`src/rtl/alu_ctrl_decoder.sv`:
```
// -----------------------------------------------------------------------------
// alu_ctrl_decoder
//
// Decodes RV32I instruction words into ALU control fields and hands them to the
// ALU stage through a 2-entry valid/ready buffer (output register plus skid
// register). in_ready is derived purely from registered occupancy, so there is
// no combinational path from out_ready back to in_ready.
//
// Ports:
//   clk          rising-edge clock
//   rst          synchronous active-high reset (empties both entries)
//   in_valid     instruction word valid
//   in_ready     block can accept an instruction (0 only when both entries full)
//   in_instr     RV32I instruction word
//   out_valid    decoded entry valid
//   out_ready    ALU stage accepts the entry
//   out_instr    instruction word, unchanged
//   alu_ctrl     ALU operation code
//   alu_src_imm  operand B is the immediate (1) or rs2 (0)
//   illegal      entry is an undecodable instruction
//   err_count    (only with ALU_DECODE_ERRCNT_EN) saturating count of illegal
//                entries issued downstream
//
// Optional feature macro: ALU_DECODE_ERRCNT_EN
// -----------------------------------------------------------------------------
module alu_ctrl_decoder (
    input  logic        clk,
    input  logic        rst,
    input  logic        in_valid,
    output logic        in_ready,
    input  logic [31:0] in_instr,
    output logic        out_valid,
    input  logic        out_ready,
    output logic [31:0] out_instr,
    output logic [3:0]  alu_ctrl,
    output logic        alu_src_imm,
    output logic        illegal
`ifdef ALU_DECODE_ERRCNT_EN
    ,
    output logic [7:0]  err_count
`endif
);

    // Opcodes
    localparam logic [6:0] OPC_OP     = 7'b0110011;
    localparam logic [6:0] OPC_OP_IMM = 7'b0010011;
    localparam logic [6:0] OPC_BRANCH = 7'b1100011;
    localparam logic [6:0] OPC_LOAD   = 7'b0000011;
    localparam logic [6:0] OPC_STORE  = 7'b0100011;
    localparam logic [6:0] OPC_JAL    = 7'b1101111;
    localparam logic [6:0] OPC_JALR   = 7'b1100111;
    localparam logic [6:0] OPC_LUI    = 7'b0110111;
    localparam logic [6:0] OPC_AUIPC  = 7'b0010111;

    localparam logic [6:0] F7_ZERO = 7'b0000000;
    localparam logic [6:0] F7_ALT  = 7'b0100000;

    // ALU operation codes
    localparam logic [3:0] ALU_ADD  = 4'b0000;
    localparam logic [3:0] ALU_SUB  = 4'b1000;
    localparam logic [3:0] ALU_SLT  = 4'b0010;
    localparam logic [3:0] ALU_SLTU = 4'b0011;
    localparam logic [3:0] ALU_SRA  = 4'b1101;

    typedef struct packed {
        logic        valid;
        logic [31:0] instr;
        logic [3:0]  ctrl;
        logic        src_imm;
        logic        illegal;
    } entry_t;

    // Pure decode of one instruction word into a valid buffer entry.
    function automatic entry_t decode(input logic [31:0] instr);
        entry_t     e;
        logic [2:0] f3;
        logic [6:0] f7;
        logic       bad;
        f3        = instr[14:12];
        f7        = instr[31:25];
        bad       = 1'b0;
        e         = '0;
        e.valid   = 1'b1;
        e.instr   = instr;
        e.ctrl    = ALU_ADD;
        e.src_imm = 1'b0;
        case (instr[6:0])
            OPC_OP: begin
                // funct7[5] selects SUB/SRA; only legal alongside ADD/SRL funct3.
                e.ctrl = {f7[5], f3};
                if (!((f7 == F7_ZERO) ||
                      ((f7 == F7_ALT) && ((f3 == 3'b000) || (f3 == 3'b101)))))
                    bad = 1'b1;
            end
            OPC_OP_IMM: begin
                e.src_imm = 1'b1;
                e.ctrl    = {1'b0, f3};
                if (f3 == 3'b001) begin
                    bad = (f7 != F7_ZERO);
                end else if (f3 == 3'b101) begin
                    if (f7 == F7_ALT)
                        e.ctrl = ALU_SRA;
                    else if (f7 != F7_ZERO)
                        bad = 1'b1;
                end
            end
            OPC_BRANCH: begin
                // Branch compare: equality via SUB, signed/unsigned via SLT/SLTU.
                case (f3)
                    3'b000, 3'b001: e.ctrl = ALU_SUB;
                    3'b100, 3'b101: e.ctrl = ALU_SLT;
                    3'b110, 3'b111: e.ctrl = ALU_SLTU;
                    default:        bad    = 1'b1;
                endcase
            end
            OPC_LOAD, OPC_STORE, OPC_JAL, OPC_JALR, OPC_LUI, OPC_AUIPC: begin
                e.ctrl    = ALU_ADD;
                e.src_imm = 1'b1;
            end
            default: bad = 1'b1;
        endcase
        // Illegal entries still travel downstream with neutral control fields.
        if (bad) begin
            e.ctrl    = ALU_ADD;
            e.src_imm = 1'b0;
            e.illegal = 1'b1;
        end
        return e;
    endfunction

    entry_t out_q, out_d;
    entry_t skid_q, skid_d;
    entry_t new_entry;
    logic   accept;
    logic   issue;
    logic   in_ready_int;

`ifdef ALU_DECODE_ERRCNT_EN
    logic [7:0] err_count_q, err_count_d;
`endif

    // The skid register is only ever occupied while the output register is.
    assign in_ready_int = !(out_q.valid && skid_q.valid);

    // NOTE: every always_comb target gets a default first so no path leaves it
    // unassigned; otherwise synthesis infers a latch.
    always_comb begin
        out_d     = out_q;
        skid_d    = skid_q;
        new_entry = decode(in_instr);
        accept    = in_valid && in_ready_int;
        issue     = out_q.valid && out_ready;

        if (issue) begin
            if (skid_q.valid) begin
                // Full: no accept is possible; skid slides into the output slot.
                out_d        = skid_q;
                skid_d.valid = 1'b0;
            end else if (accept) begin
                out_d = new_entry;
            end else begin
                out_d.valid = 1'b0;
            end
        end else if (accept) begin
            if (out_q.valid)
                skid_d = new_entry;
            else
                out_d = new_entry;
        end
    end

`ifdef ALU_DECODE_ERRCNT_EN
    always_comb begin
        err_count_d = err_count_q;
        if (issue && out_q.illegal && (err_count_q != 8'hFF))
            err_count_d = err_count_q + 8'd1;
    end
`endif

    // NOTE: state registers use non-blocking assignments so every flop samples
    // its _d value from before the edge, independent of statement order.
    always_ff @(posedge clk) begin
        if (rst) begin
            // NOTE: the data fields are reset too, not just the valid bits,
            // because the output fields must read as zero after reset.
            out_q  <= '0;
            skid_q <= '0;
        end else begin
            out_q  <= out_d;
            skid_q <= skid_d;
        end
    end

`ifdef ALU_DECODE_ERRCNT_EN
    always_ff @(posedge clk) begin
        if (rst)
            err_count_q <= 8'd0;
        else
            err_count_q <= err_count_d;
    end

    assign err_count = err_count_q;
`endif

    assign in_ready    = in_ready_int;
    assign out_valid   = out_q.valid;
    assign out_instr   = out_q.instr;
    assign alu_ctrl    = out_q.ctrl;
    assign alu_src_imm = out_q.src_imm;
    assign illegal     = out_q.illegal;

endmodule

```
`config.mk`:
```
export PLATFORM = sky130hd
export DESIGN_NAME = alu_ctrl_decoder
export DESIGN_NICKNAME = d
export VERILOG_FILES = /design/src/rtl/alu_ctrl_decoder.sv
export SDC_FILE = /design/constraint.sdc
export NUM_CORES = 1
export LEC_CHECK = 0
export BUFFER_PORTS_ARGS = -buffer_cell sky130_fd_sc_hd__buf_2
export CELL_PAD_IN_SITES_DETAIL_PLACEMENT = 0
export CELL_PAD_IN_SITES_GLOBAL_PLACEMENT = 2
export CORE_MARGIN = 2
export CORE_UTILIZATION = 30
export CTS_BUF_LIST = sky130_fd_sc_hd__clkbuf_16
export CTS_CLUSTER_DIAMETER = 200
export DETAILED_ROUTE_END_ITERATION = 6
export GPL_ROUTABILITY_DRIVEN = 0
export PLACE_DENSITY_LB_ADDON = 0.1
export SLEW_MARGIN = 10
export SYNTH_ARGS = -nofsm -noshare
export SYNTH_HDL_FRONTEND = slang
export SYNTH_SLANG_ARGS = --single-unit
```
`constraint.sdc`:
```
create_clock -name clk -period 2.8 [get_ports clk]
set_clock_uncertainty 0.2 [all_clocks]
set_input_delay 0.7 -clock clk [delete_from_list [all_inputs] [get_ports clk]]
set_output_delay 0.7 -clock clk [all_outputs]
set_load 0.1 [all_outputs]
```
* After elaboration in Yosys (flattened, before gate mapping)
Index checks and enable logic that the tools add are counted.
Storage, ports and cells: memories 0, word-level logic and storage cells 69, register bits 78, latch bits 0, bits in read-only memories 0, bits in writable memories 0, output and inout bits 40
Operators by class: bitwise logic cells 1, equality and inequality tests 16, multiplexer cells 20, shift operators 0, reductions and logical operators 22, $mul 0, add/subtract/negate cells 0, $lt $le $gt $ge 0, div/mod/pow operators 0
Operator list (count):
- 2-to-1 mux 39 bit | 3
- 2-to-1 mux 38 bit | 2
- == test 7 x 6 -> 1 bit, second input constant | 4
- one-hot mux 4 bit (3 select lines) | 2
- == test 7 bit, second input constant | 3
- == test 7 x 5 -> 1 bit, second input constant | 2
- == test 3 bit, second input constant | 4
- 2-to-1 mux 4 bit | 3
- OR reduction 6 bit | 2
- 2-to-1 mux 1 bit | 8
- OR reduction 2 bit | 4
- == test 7 x 2 -> 1 bit, second input constant | 1
- zero test 7 bit | 1
- nonzero test 7 bit | 1
- OR reduction 7 bit | 1
- 2-to-1 mux 6 bit | 1
- AND reduction 3 bit | 2
- logical AND 1 bit | 4
- one-hot mux 1 bit (4 select lines) | 1
- nonzero test 2 bit | 2
- == test 3 x 1 -> 1 bit, second input constant | 1
- zero test 3 bit | 1
- logical OR 1 bit | 2
- inequality test 2 x 1 -> 1 bit, second input constant | 1
- 3 further kinds | 3

* Logic depth before layout (Yosys ltp)
Gate-level depths: netlist of the first run.
depth in word-level cells 10, mapped depth 7, mapped depth without buffers 5

* Least setup slack after synthesis of the first run
No wires, ideal clock.
kind register -> register, start point reg out_q (netlist bit out_valid), end point reg out_q (netlist bit out_instr[0]), cell stages (with the launch flop) 7, buffers on the path 2, setup slack -0.458 ns, arrival 2.967 ns, data required time 2.509 ns, cells stage by stage dfxtp_1 buf_2 nand2_1 a22oi_2 clkbuf_1 nor2_1 a311oi_1
Between the ends: word-level cells in the longest chain between the ends 5, elaborated cells on any way between the ends 9, those cells by class 1 x eq/ne; 1 x mux; 7 x reduce/logical
RTL lines:
- from (decl) | RTL line 131 | entry_t out_q, out_d;
- from (signal assigned) | RTL line 189 | out_q <= out_d;
- logical AND 1 bit (*) | RTL line 143 | assign in_ready_int = !(out_q.valid && skid_q.valid);
- zero test 1 bit (*) | RTL line 143
- named net in_ready | RTL line 30 | output logic in_ready,
- logical AND 1 bit (*) | RTL line 151 | accept = in_valid && in_ready_int;
- nonzero test 2 bit (no source line)
- AND reduction 3 bit (no source line) (*)
The timed path passes the listed nets; every way through them passes the cells marked *. A chain may end at the register's enable or synchronous reset.

* Final worst setup path of the first run
start point reg out_q (netlist bit out_valid), end point out in_ready
Between the ends: word-level cells in the longest chain between the ends 2
RTL lines (RTL line):
- logical AND 1 bit | 143
- zero test 1 bit | 143
- to (decl) | 30
Every way passes these cells.

==> results of run 1 <==
registers in the layout, summed over array words and instances, names as in the netlist:
name	cells
skid_q	39
out_instr	32
alu_ctrl	4
alu_src_imm	1
illegal	1
out_valid	1
how the worst max path moves through the flow:
stage | from | end | slack (ns)
final | out_valid$_SDFFE_PP0P_ | in_ready | 0.59
after global routing | skid_q[38]$_SDFFE_PP0P_ | in_ready | 0.54
after CTS | skid_q[38]$_SDFFE_PP0P_ | in_ready | 0.57
after detailed placement | in_instr[4] | skid_q[3]$_SDFFE_PP0P_ | 0.45
after global placement | in_instr[4] | alu_ctrl[3]$_SDFFE_PP0P_ | 0.47
after floorplan | out_valid$_SDFFE_PP0P_ | out_instr[0]$_SDFFE_PP0P_ | 0.24
power breakdown:
group          leakage (nW)  internal (mW)  switching [mW]
registers             0.640           1.17          0.0314
logic                 0.930          0.120           0.501
clock network         0.142          0.684           0.482
per-stage QoR:
step | utilization | instances | power [mW] | setup slack (ns)
2_1_floorplan | - | 434 | 1.71 | 0.241
3_3_place_gp | 0.358 | 624 | 1.85 | 0.470
3_5_place_dp | 0.358 | 624 | 1.85 | 0.448
4_1_cts | 0.384 | 640 | 3.03 | 0.572
5_1_grt | 0.384 | 640 | 3.12 | 0.536
6_report | 0.384 | 640 | 2.99 | 0.588
cells in the mapped netlist, drive strengths merged (3+ instances only):
cell type | count | area share
nor2b | 4 | 0.0074
clkbuf | 32 | 0.036
a311oi | 32 | 0.083
buf | 5 | 0.0071
a21oi | 43 | 0.064
nor2 | 41 | 0.046
o211a | 3 | 0.0089
and3 | 3 | 0.0071
nand4 | 6 | 0.011
o21ai | 4 | 0.0059
a211oi | 5 | 0.011
dfxtp | 78 | 0.46
nor3 | 4 | 0.0059
nand2 | 139 | 0.15
inv | 5 | 0.0056
and3b | 3 | 0.0078
final cells by class:
cell class / instances / area, µm² / share of cell area
multi-input combinational: 314 / 1660 / 0.396
timing repair buffer: 87 / 478 / 0.114
inverter: 5 / 18.8 / 0.00449
sequential: 78 / 1560 / 0.374
clock inverter: 7 / 66.3 / 0.0158
clock buffer: 9 / 225 / 0.0538
tap: 140 / 175 / 0.0419
critical path, cell delays in order, from the launching register on:
cell     delay, ns
dfxtp_2       0.37
nand2_2       0.15
buf_2         0.45
cell usage in the layout (no fill, tap or decap), types with 2 or more instances in the layout:
cell | synthesis | layout
nand3_1 | 2 | 2
dfxtp_1 | 78 | 77
and3b_1 | 3 | 3
buf_2 | 4 | 75
nor2b_1 | 4 | 4
nor2_1 | 41 | 40
a22oi_2 | 2 | 2
nor3_1 | 4 | 3
clkbuf_16 | 0 | 9
nand4_1 | 6 | 6
o211a_1 | 2 | 2
a311oi_1 | 32 | 32
a211oi_1 | 5 | 5
inv_1 | 5 | 6
clkinv_4 | 0 | 2
and3_1 | 2 | 2
a21oi_1 | 43 | 43
o32ai_1 | 2 | 2
nand2_1 | 139 | 138
o2111ai_1 | 2 | 2
a32o_1 | 2 | 2
o21ai_0 | 4 | 4
clkinv_1 | 0 | 2
buf_4 | 0 | 11
cells by family (layout without fill, tap and decap cells):
kind of cell           Yosys count  after routing  share of synthesized area
XOR/XNOR                         1              1                    0.00260
AO/OA/AOI/OAI                  105            105                      0.227
AND/OR/NAND/NOR                208            208                      0.258
flip-flops                      78             78                      0.464
buffers and inverters           42            108                     0.0483
per-layer routing:
metal / vias up / track usage / share of wire
li1: 1633 / - / -
met1: 1499 / 0.232 / 0.50
met2: 57 / 0.268 / 0.45
met3: 12 / 0.0439 / 0.040
met4: 0 / 0.0542 / 0.012
met5: - / 0 / 0
==> impl_results.md, run 1 <==
* Number of antenna violations at the first check in global routing at 0
* Gate Count Post-Synth at between 400 and 500
* Largest net degree at the start of global routing at 68
* Total of buffers placed on input and output ports at 75
* Cts bufs inserted at 9
* Post-cts gate resize count at 0
* Clock Tree Buf Depth at 2
* Number of global-route vias before repair at roughly 2.9k
* Wire length of the first global-routing pass at 15600 µm
* Path class of the lowest-slack min-delay path: reg2reg
* Final worst hold slack at approximately 0.25 ns
* Area growth from synthesis to final layout at 24.3%
* Root Driver: clkbuf_16
* Critical Path Source Type: flop
* Power density relative to cell area at approximately 710 nW/µm²
* Setup TNS at 0 ns
* Global Route Usage Sum at 0.172
* Max VDD drop at 0.000279 V
* Antenna-violating nets left at 0
* Mapped cell area at 3370 µm²
* Path type of the worst setup path: reg2out
* Data required time of the critical path at 1.90 ns
* Element type at the critical path end: output pin
* Slew Limit Fails at 0
* Chip Width at 110 µm
* Post-synthesis sequential area ratio at 0.464
* Final Cycle Share at 0.790
* Worst Reg2Reg Path Length in Cells at 5
* Setup repair after global routing missed its margin: false
* Initial core utilization at 0.309
* CTS clk-pin slew, worst paths at 0.06 ns
* Reported leakage power at 1.71 nW
* Cell Rows at 38
* Highest fanout seen on the critical path at 9
* Total of endpoints with negative setup slack in the final report at 0
* Hold-critical path endpoint: skid_q[31]$_SDFFE_PP0P_
* Worst reg-to-reg setup slack at 0.95 ns
* Detailed Routing Iterations Pass 1 at 4
* Congestion Overflow GR at 0
* # diodes at 0
* Status: complete, no violations
* Number of DRC markers in iteration 0 at 184
* Flop and latch count out of synthesis at 78
* HPWL after DPL at 6510 µm
* Least-Margin Pin Slew at around 0.52 ns
* Number of sinks driven by the clock tree at 78
* Total DRC errors in the routed layout at 0
* CTS tree: done
* Syn avg cell area at slightly below 8 µm²
* Floorplan die area at 12100 µm²
* Post-layout net count at 531
* Post-route minimum period at between 2 and 2.5 ns
* Finished Cell Area at 4180 µm²
* Total wire length after detailed routing at 9910 µm
* I/O Pins at between 70 and 80
* Total of max-cap violations at 0
* Filler Cell Count at 1169
* Hold path start: skid_q[31]$_SDFFE_PP0P_
* Number of buffers inserted by hold repair at cts at 0
* Hold violation total from the final report at 0
* Layout cells sized above 1 at 0.222
* Most frequently used flop master after synthesis: dfxtp_1
* Htree depth at 3
* Number of enable-type register cells in the synthesized netlist at 0
* Reg-to-reg startpoint: skid_q[38]$_SDFFE_PP0P_
* Post-CTS Setup Bufs at 0
* Overall die height at between 100 and 150 µm
* Share of flip-flops with an asynchronous set or reset at 0
* Maximum clock frequency at ~450 MHz
* Ys Warns at 0
* Vias per std cell at roughly 5
* Mapped Nets at 470
* Via count at ~3.2k
* Post-place instance area at 3890 µm²
* Hold path cells at 2
* Synth cell types at 41
* Worst flop-to-flop path endpoint: out_instr[16]$_SDFFE_PP0P_
* Worst slew margin at 0.657
* Arr. time, crit path at approximately 1.3 ns
* Core Area at 10900 µm²
* Clock latency on the worst-skew pair at around 0.34 ns
* Post-DR wirelength/cell at roughly 15 µm
No activity file was read; power rests on OpenSTA's default activity.
==> inputs of run 2 (changes only) <==
clock period = 2.3 ns   (was 2.8 ns; I/O delays follow)
==> impl_results.md, run 2 (same netlist as run 1, synthesis figures left out) <==
* Via count at 3177 (was 3201)
* DP Worst Slack at 0.0627 ns (was 0.448 ns)
* HPWL after DPL at 6390 µm (was 6510 µm)
* Layout Cells excl Fill at 641 (was 640)
* Least setup slack across all paths after layout at 0.246 ns (was 0.588 ns)
* Path class of the lowest-slack min-delay path: reg2reg (unchanged)
* Post-CTS Setup Bufs at 0 (unchanged)
* Htree depth at 3 (unchanged)
* Commonest cells after routing, fill and taps aside: nand2_1 (138), dfxtp_1 (77), buf_2 (75) (unchanged)
* Detailed Routing Iterations Pass 1 at 4 (unchanged)
* Total of max-cap violations at 0 (unchanged)
* Switching power at 1.20 mW (was 1.01 mW)
* Vias per std cell at 4.96 (was 5.00)
* Largest register FFs at 39 (unchanged)
* Floorplan die area at 12100 µm² (unchanged)
* Total of buffers placed on input and output ports at 75 (unchanged)
* Power density relative to cell area at 832 nW/µm² (was 714 nW/µm²)
* Setup repair after global routing missed its margin: false (unchanged)
* Arr. time, crit path at 1.28 ns (was 1.31 ns)
* CTS clk-pin slew, worst paths at 0.06 ns (about the same)
* Wire length of the first global-routing pass at 15200 µm (was 15600 µm)
* Data required time of the critical path at 1.52 ns (was 1.90 ns)
* Post-cts gate resize count at 0 (unchanged)
* Layout cells sized above 1 at 0.224 (was 0.222)
* Number of sinks driven by the clock tree at 78 (unchanged)
* Total of endpoints with negative setup slack in the final report at 0 (unchanged)
* Area growth from synthesis to final layout at 24.6% (was 24.3%)
* Hold violation total from the final report at 0 (unchanged)
* Top register by number of flip-flops: skid_q (unchanged)
* Overall power after layout at 3.49 mW (was 2.99 mW)
* Overall die height at 110 µm (unchanged)
* Total wire length after detailed routing at 9660 µm (was 9910 µm)
* Root Driver: clkbuf_16 (unchanged)
* Path type of the worst setup path: reg2out (unchanged)
* Largest net degree at the start of global routing at 75 (was 68)
* Number of DRC markers in iteration 0 at 163 (was 184)
* Reported leakage power at 1.73 nW (was 1.71 nW)
* Maximum clock frequency at 487 MHz
* Most frequent standard cell in the layout excluding fill and tap cells: nand2_1 (unchanged)
* Worst slew margin at 0.662 (was 0.657)
* Final Cycle Share at 0.893
* Global Route Usage Sum at 0.166 (was 0.172)
* Slew Limit Fails at 0 (unchanged)
* Pint at 2.28 mW (was 1.97 mW)
* Number of global-route vias before repair at 2838 (was 2931)
* Critical Path Source Type: flop (unchanged)
* Number of placed instances, taps included at 625 (was 624)
* Number of buffers inserted by hold repair at cts at 0 (unchanged)
* Share of total power in sequential cells at 0.419 (was 0.402)
* Comb power frac at 0.217 (was 0.208)
* Core Area at 10900 µm² (unchanged)
* Number of antenna violations at the first check in global routing at 0 (unchanged)
* Congestion Overflow GR at 0 (unchanged)
* Least-Margin Pin Slew at 0.511 ns (was 0.519 ns)
* I/O Pins at 76 (unchanged)
* # diodes at 0 (unchanged)
* Net switching share of the total power at 0.345 (was 0.340)
* Cell Rows at 38 (unchanged)
* Status: complete, no violations (unchanged)
* Setup TNS at 0 ns (unchanged)
* Highest fanout seen on the critical path at 6 (was 9)
* Share of total power in the clock network at 0.364 (was 0.390)
* Clock latency on the worst-skew pair at 0.33 ns (was 0.34 ns)
* Final worst hold slack at 0.253 ns (was 0.254 ns)
* Initial core utilization at 0.309 (unchanged)
* Max VDD drop at 0.000392 V (was 0.000279 V)
* Post-layout net count at 532 (was 531)
* Antenna-violating nets left at 0 (unchanged)
* Chip Width at 110 µm (unchanged)
* Post-DR wirelength/cell at 15.1 µm (was 15.5 µm)
* Cts bufs inserted at 9 (unchanged)
* Total DRC errors in the routed layout at 0 (unchanged)
* Element type at the critical path end: output pin (unchanged)
* CTS tree: done (unchanged)
* Clock Tree Buf Depth at 2 (unchanged)
* Post-route minimum period at ~2.1 ns
run 2: final timing paths:
| check | slack (ns) | start | end | depth (start not counted) |
|---|---|---|---|---|
| max | 0.25 | skid_q[38]$_SDFFE_PP0P_ | in_ready | 2 |
| min | 0.25 | skid_q[32]$_SDFFE_PP0P_ | skid_q[32]$_SDFFE_PP0P_ | 2 |
| max reg2reg | 0.48 | skid_q[38]$_SDFFE_PP0P_ | out_instr[16]$_SDFFE_PP0P_ | 5 |
| min reg2reg | 0.25 | skid_q[32]$_SDFFE_PP0P_ | skid_q[32]$_SDFFE_PP0P_ | 2 |
run 2: cell type report:
class / instances / area, µm²
fill: 1187 / 6690
multi-input combinational: 314 / 1670
sequential: 78 / 1570
timing repair buffer: 88 / 510
clock buffer: 9 / 225
tap: 140 / 175
clock inverter: 7 / 32.5
inverter: 5 / 18.8
run 2: critical path, stage by stage, from the launching register on:
cell,delay (ns)
dfxtp_1,0.39
nand2_4,0.12
buf_2,0.44
run 2: layer usage:
layer	wire length, µm	part of all wire	track usage	vias up
met5	0	0	0	-
met4	106	0.011	0.0488	0
met3	497	0.051	0.0409	7
met2	4330	0.45	0.253	80
met1	4730	0.49	0.230	1456
li1	-	-	-	1634
run 2: metrics by stage:
step / utilization / cell area (µm²)
floorplan: - / 3380
global placement: 0.362 / 3940
detailed placement: 0.362 / 3940
CTS: 0.385 / 4200
global route: 0.385 / 4200
finish: 0.385 / 4200
run 2: power groups by stage:
stage	clock (mW)	combinational [mW]	sequential [mW]
CTS	1.31	0.765	1.46
global placement	0	0.764	1.49
global route	1.37	0.804	1.47
floorplan	0	0.203	1.88
detailed placement	0	0.764	1.49
finish	1.27	0.758	1.46
==> inputs of run 3 (changes only) <==
CORE_MARGIN = 3   (was 2)
==> impl_results.md, run 3 (same netlist as run 1, synthesis figures left out) <==
* Status: complete, no violations (unchanged)
* Via count at 3234 (was 3177)
* Final Cycle Share at 0.891 (was 0.893)
* # diodes at 0 (unchanged)
* Root Driver: clkbuf_16 (unchanged)
* Area growth from synthesis to final layout at 26.9% (was 24.6%)
* Max VDD drop at 0.000406 V (was 0.000392 V)
* Maximum clock frequency at 488 MHz (was 487 MHz)
* Global route hottest layer: met2 (unchanged)
* I/O Pins at 76 (unchanged)
* Reported leakage power at 1.77 nW (was 1.73 nW)
* Total DRC errors in the routed layout at 0 (unchanged)
* Arr. time, crit path at 1.28 ns (about the same)
* Congestion Overflow GR at 0 (unchanged)
* Number of DRC markers in iteration 0 at 163 (unchanged)
* Number of placed instances, taps included at 628 (was 625)
* Floorplan die area at 12500 µm² (was 12100 µm²)
* Post-route minimum period at 2.05 ns (about the same)
* Total wire length after detailed routing at 9960 µm (was 9660 µm)
* Cts bufs inserted at 9 (unchanged)
* Core Area at 10900 µm² (unchanged)
* Path class of the lowest-slack min-delay path: reg2reg (unchanged)
* Worst Reg2Reg Path Length in Cells at 5 (unchanged)
* Worst slew margin at 0.649 (was 0.662)
* Vias per std cell at 5.02 (was 4.96)
* Element type at the critical path end: output pin (unchanged)
* Post-DR wirelength/cell at 15.5 µm (was 15.1 µm)
* Least-Margin Pin Slew at 0.524 ns (was 0.511 ns)
* Layout cells sized above 1 at 0.232 (was 0.224)
* Critical Path Source Type: flop (unchanged)
* Largest stage delay on the critical path at 0.44 ns (about the same)
* Data required time of the critical path at 1.52 ns (about the same)
* Chip Width at 112 µm (was 110 µm)
* Most frequent standard cell in the layout excluding fill and tap cells: nand2_1 (unchanged)
* Top register by number of flip-flops: skid_q (unchanged)
* CTS clk-pin slew, worst paths at 0.06 ns (about the same)
* Overall die height at 112 µm (was 110 µm)
* Grt met2 use at 0.259 (was 0.253)
* Total of buffers placed on input and output ports at 75 (unchanged)
* Clock Tree Buf Depth at 2 (unchanged)
* Post-cts gate resize count at 0 (unchanged)
* Cell Chain, Critical Path: nand2_4 > buf_2 (unchanged)
* Final worst hold slack at 0.253 ns (about the same)
* Path type of the worst setup path: reg2out (unchanged)
* Htree depth at 3 (unchanged)
* Wire length of the first global-routing pass at 16600 µm (was 15200 µm)
* Commonest cells after routing, fill and taps aside: nand2_1 (138), dfxtp_1 (77), buf_2 (75) (unchanged)
* Clock latency on the worst-skew pair at 0.34 ns (was 0.33 ns)
* HPWL after DPL at 6820 µm (was 6390 µm)
* Slew Limit Fails at 0 (unchanged)
* Layout Cells excl Fill at 644 (was 641)
* Hold violation total from the final report at 0 (unchanged)
* Total of max-cap violations at 0 (unchanged)
* Power density relative to cell area at 854 nW/µm² (was 832 nW/µm²)
* Highest fanout seen on the critical path at 6 (unchanged)
* Post-layout net count at 535 (was 532)
* Post-CTS Setup Bufs at 0 (unchanged)
* Worst-path cell with the longest stage delay: buf_2 (unchanged)
* Number of buffers inserted by hold repair at cts at 0 (unchanged)
* GR met3 Demand/Resource at 0.0451 (was 0.0409)
* Routing usage on met1 at 0.225 (was 0.230)
* Setup repair after global routing missed its margin: false (unchanged)
* Initial core utilization at 0.309 (unchanged)
* Number of sinks driven by the clock tree at 78 (unchanged)
* Largest net degree at the start of global routing at 37 (was 75)
* Detailed Routing Iterations Pass 1 at 4 (unchanged)
* Number of antenna violations at the first check in global routing at 0 (unchanged)
* Number of global-route vias before repair at 3165 (was 2838)
* Hold path cells at 2 (unchanged)
* Setup TNS at 0 ns (unchanged)
* Antenna-violating nets left at 0 (unchanged)
* Overall power after layout at 3.65 mW (was 3.49 mW)
* Largest register FFs at 39 (unchanged)
* CTS tree: done (unchanged)
* Global Route Usage Sum at 0.165 (was 0.166)
* Cell Rows at 38 (unchanged)
* Total of endpoints with negative setup slack in the final report at 0 (unchanged)
## run 3: changes by cell type in the layout (fill, tap and decap cells not counted)
cell	before	now
clkinv_2	2	3
clkinvlp_4	1	0
nand3_1	1	2
bufinv_16	0	1
buf_4	10	11
clkinv_4	0	2
clkinv_1	3	0
nand3_2	1	0
buf_12	3	5
## run 3: cell type report
type,count,area (µm²)
clock buffers,9,225
clock inverters,7,66.3
fillers,1180,6620
inverters,5,18.8
multi-input cells,314,1660
flip-flops and latches,78,1570
well taps,140,175
repair buffers,91,558
## run 3: path summary, 6_finish.rpt
| path | startpoint | endpoint | slack [ns] |
|---|---|---|---|
| max reg2reg | skid_q[38]$_SDFFE_PP0P_ | illegal$_SDFFE_PP0P_ | 0.57 |
| min reg2reg | skid_q[27]$_SDFFE_PP0P_ | skid_q[27]$_SDFFE_PP0P_ | 0.25 |
| max | skid_q[38]$_SDFFE_PP0P_ | in_ready | 0.25 |
| min | skid_q[27]$_SDFFE_PP0P_ | skid_q[27]$_SDFFE_PP0P_ | 0.25 |
## run 3: worst max-delay path: cells and delay by family (launching register included)
family	cells	cell delay (ns)
buffers and inverters	1	0.44
DFF	1	0.38
and+or+nand+nor	1	0.12
## run 3: per-layer routing
metal / part of all wire / up-vias
met5: 0 / -
met4: 0.0097 / 0
met3: 0.044 / 12
met2: 0.44 / 54
met1: 0.50 / 1521
li1: - / 1647
## run 3: where the power goes
group / internal [mW] / switching [mW]
logic: 0.159 / 0.613
registers: 1.42 / 0.0386
clock network: 0.835 / 0.580
total: 2.42 / 1.23
## run 3: per-stage QoR
step,instance area (µm²),setup slack [ns],util
2_1_floorplan,3380,0.0985,-
3_3_place_gp,3980,0.124,0.366
3_5_place_dp,3980,0.108,0.366
4_1_cts,4270,0.233,0.392
5_1_grt,4270,0.212,0.392
6_report,4270,0.250,0.392
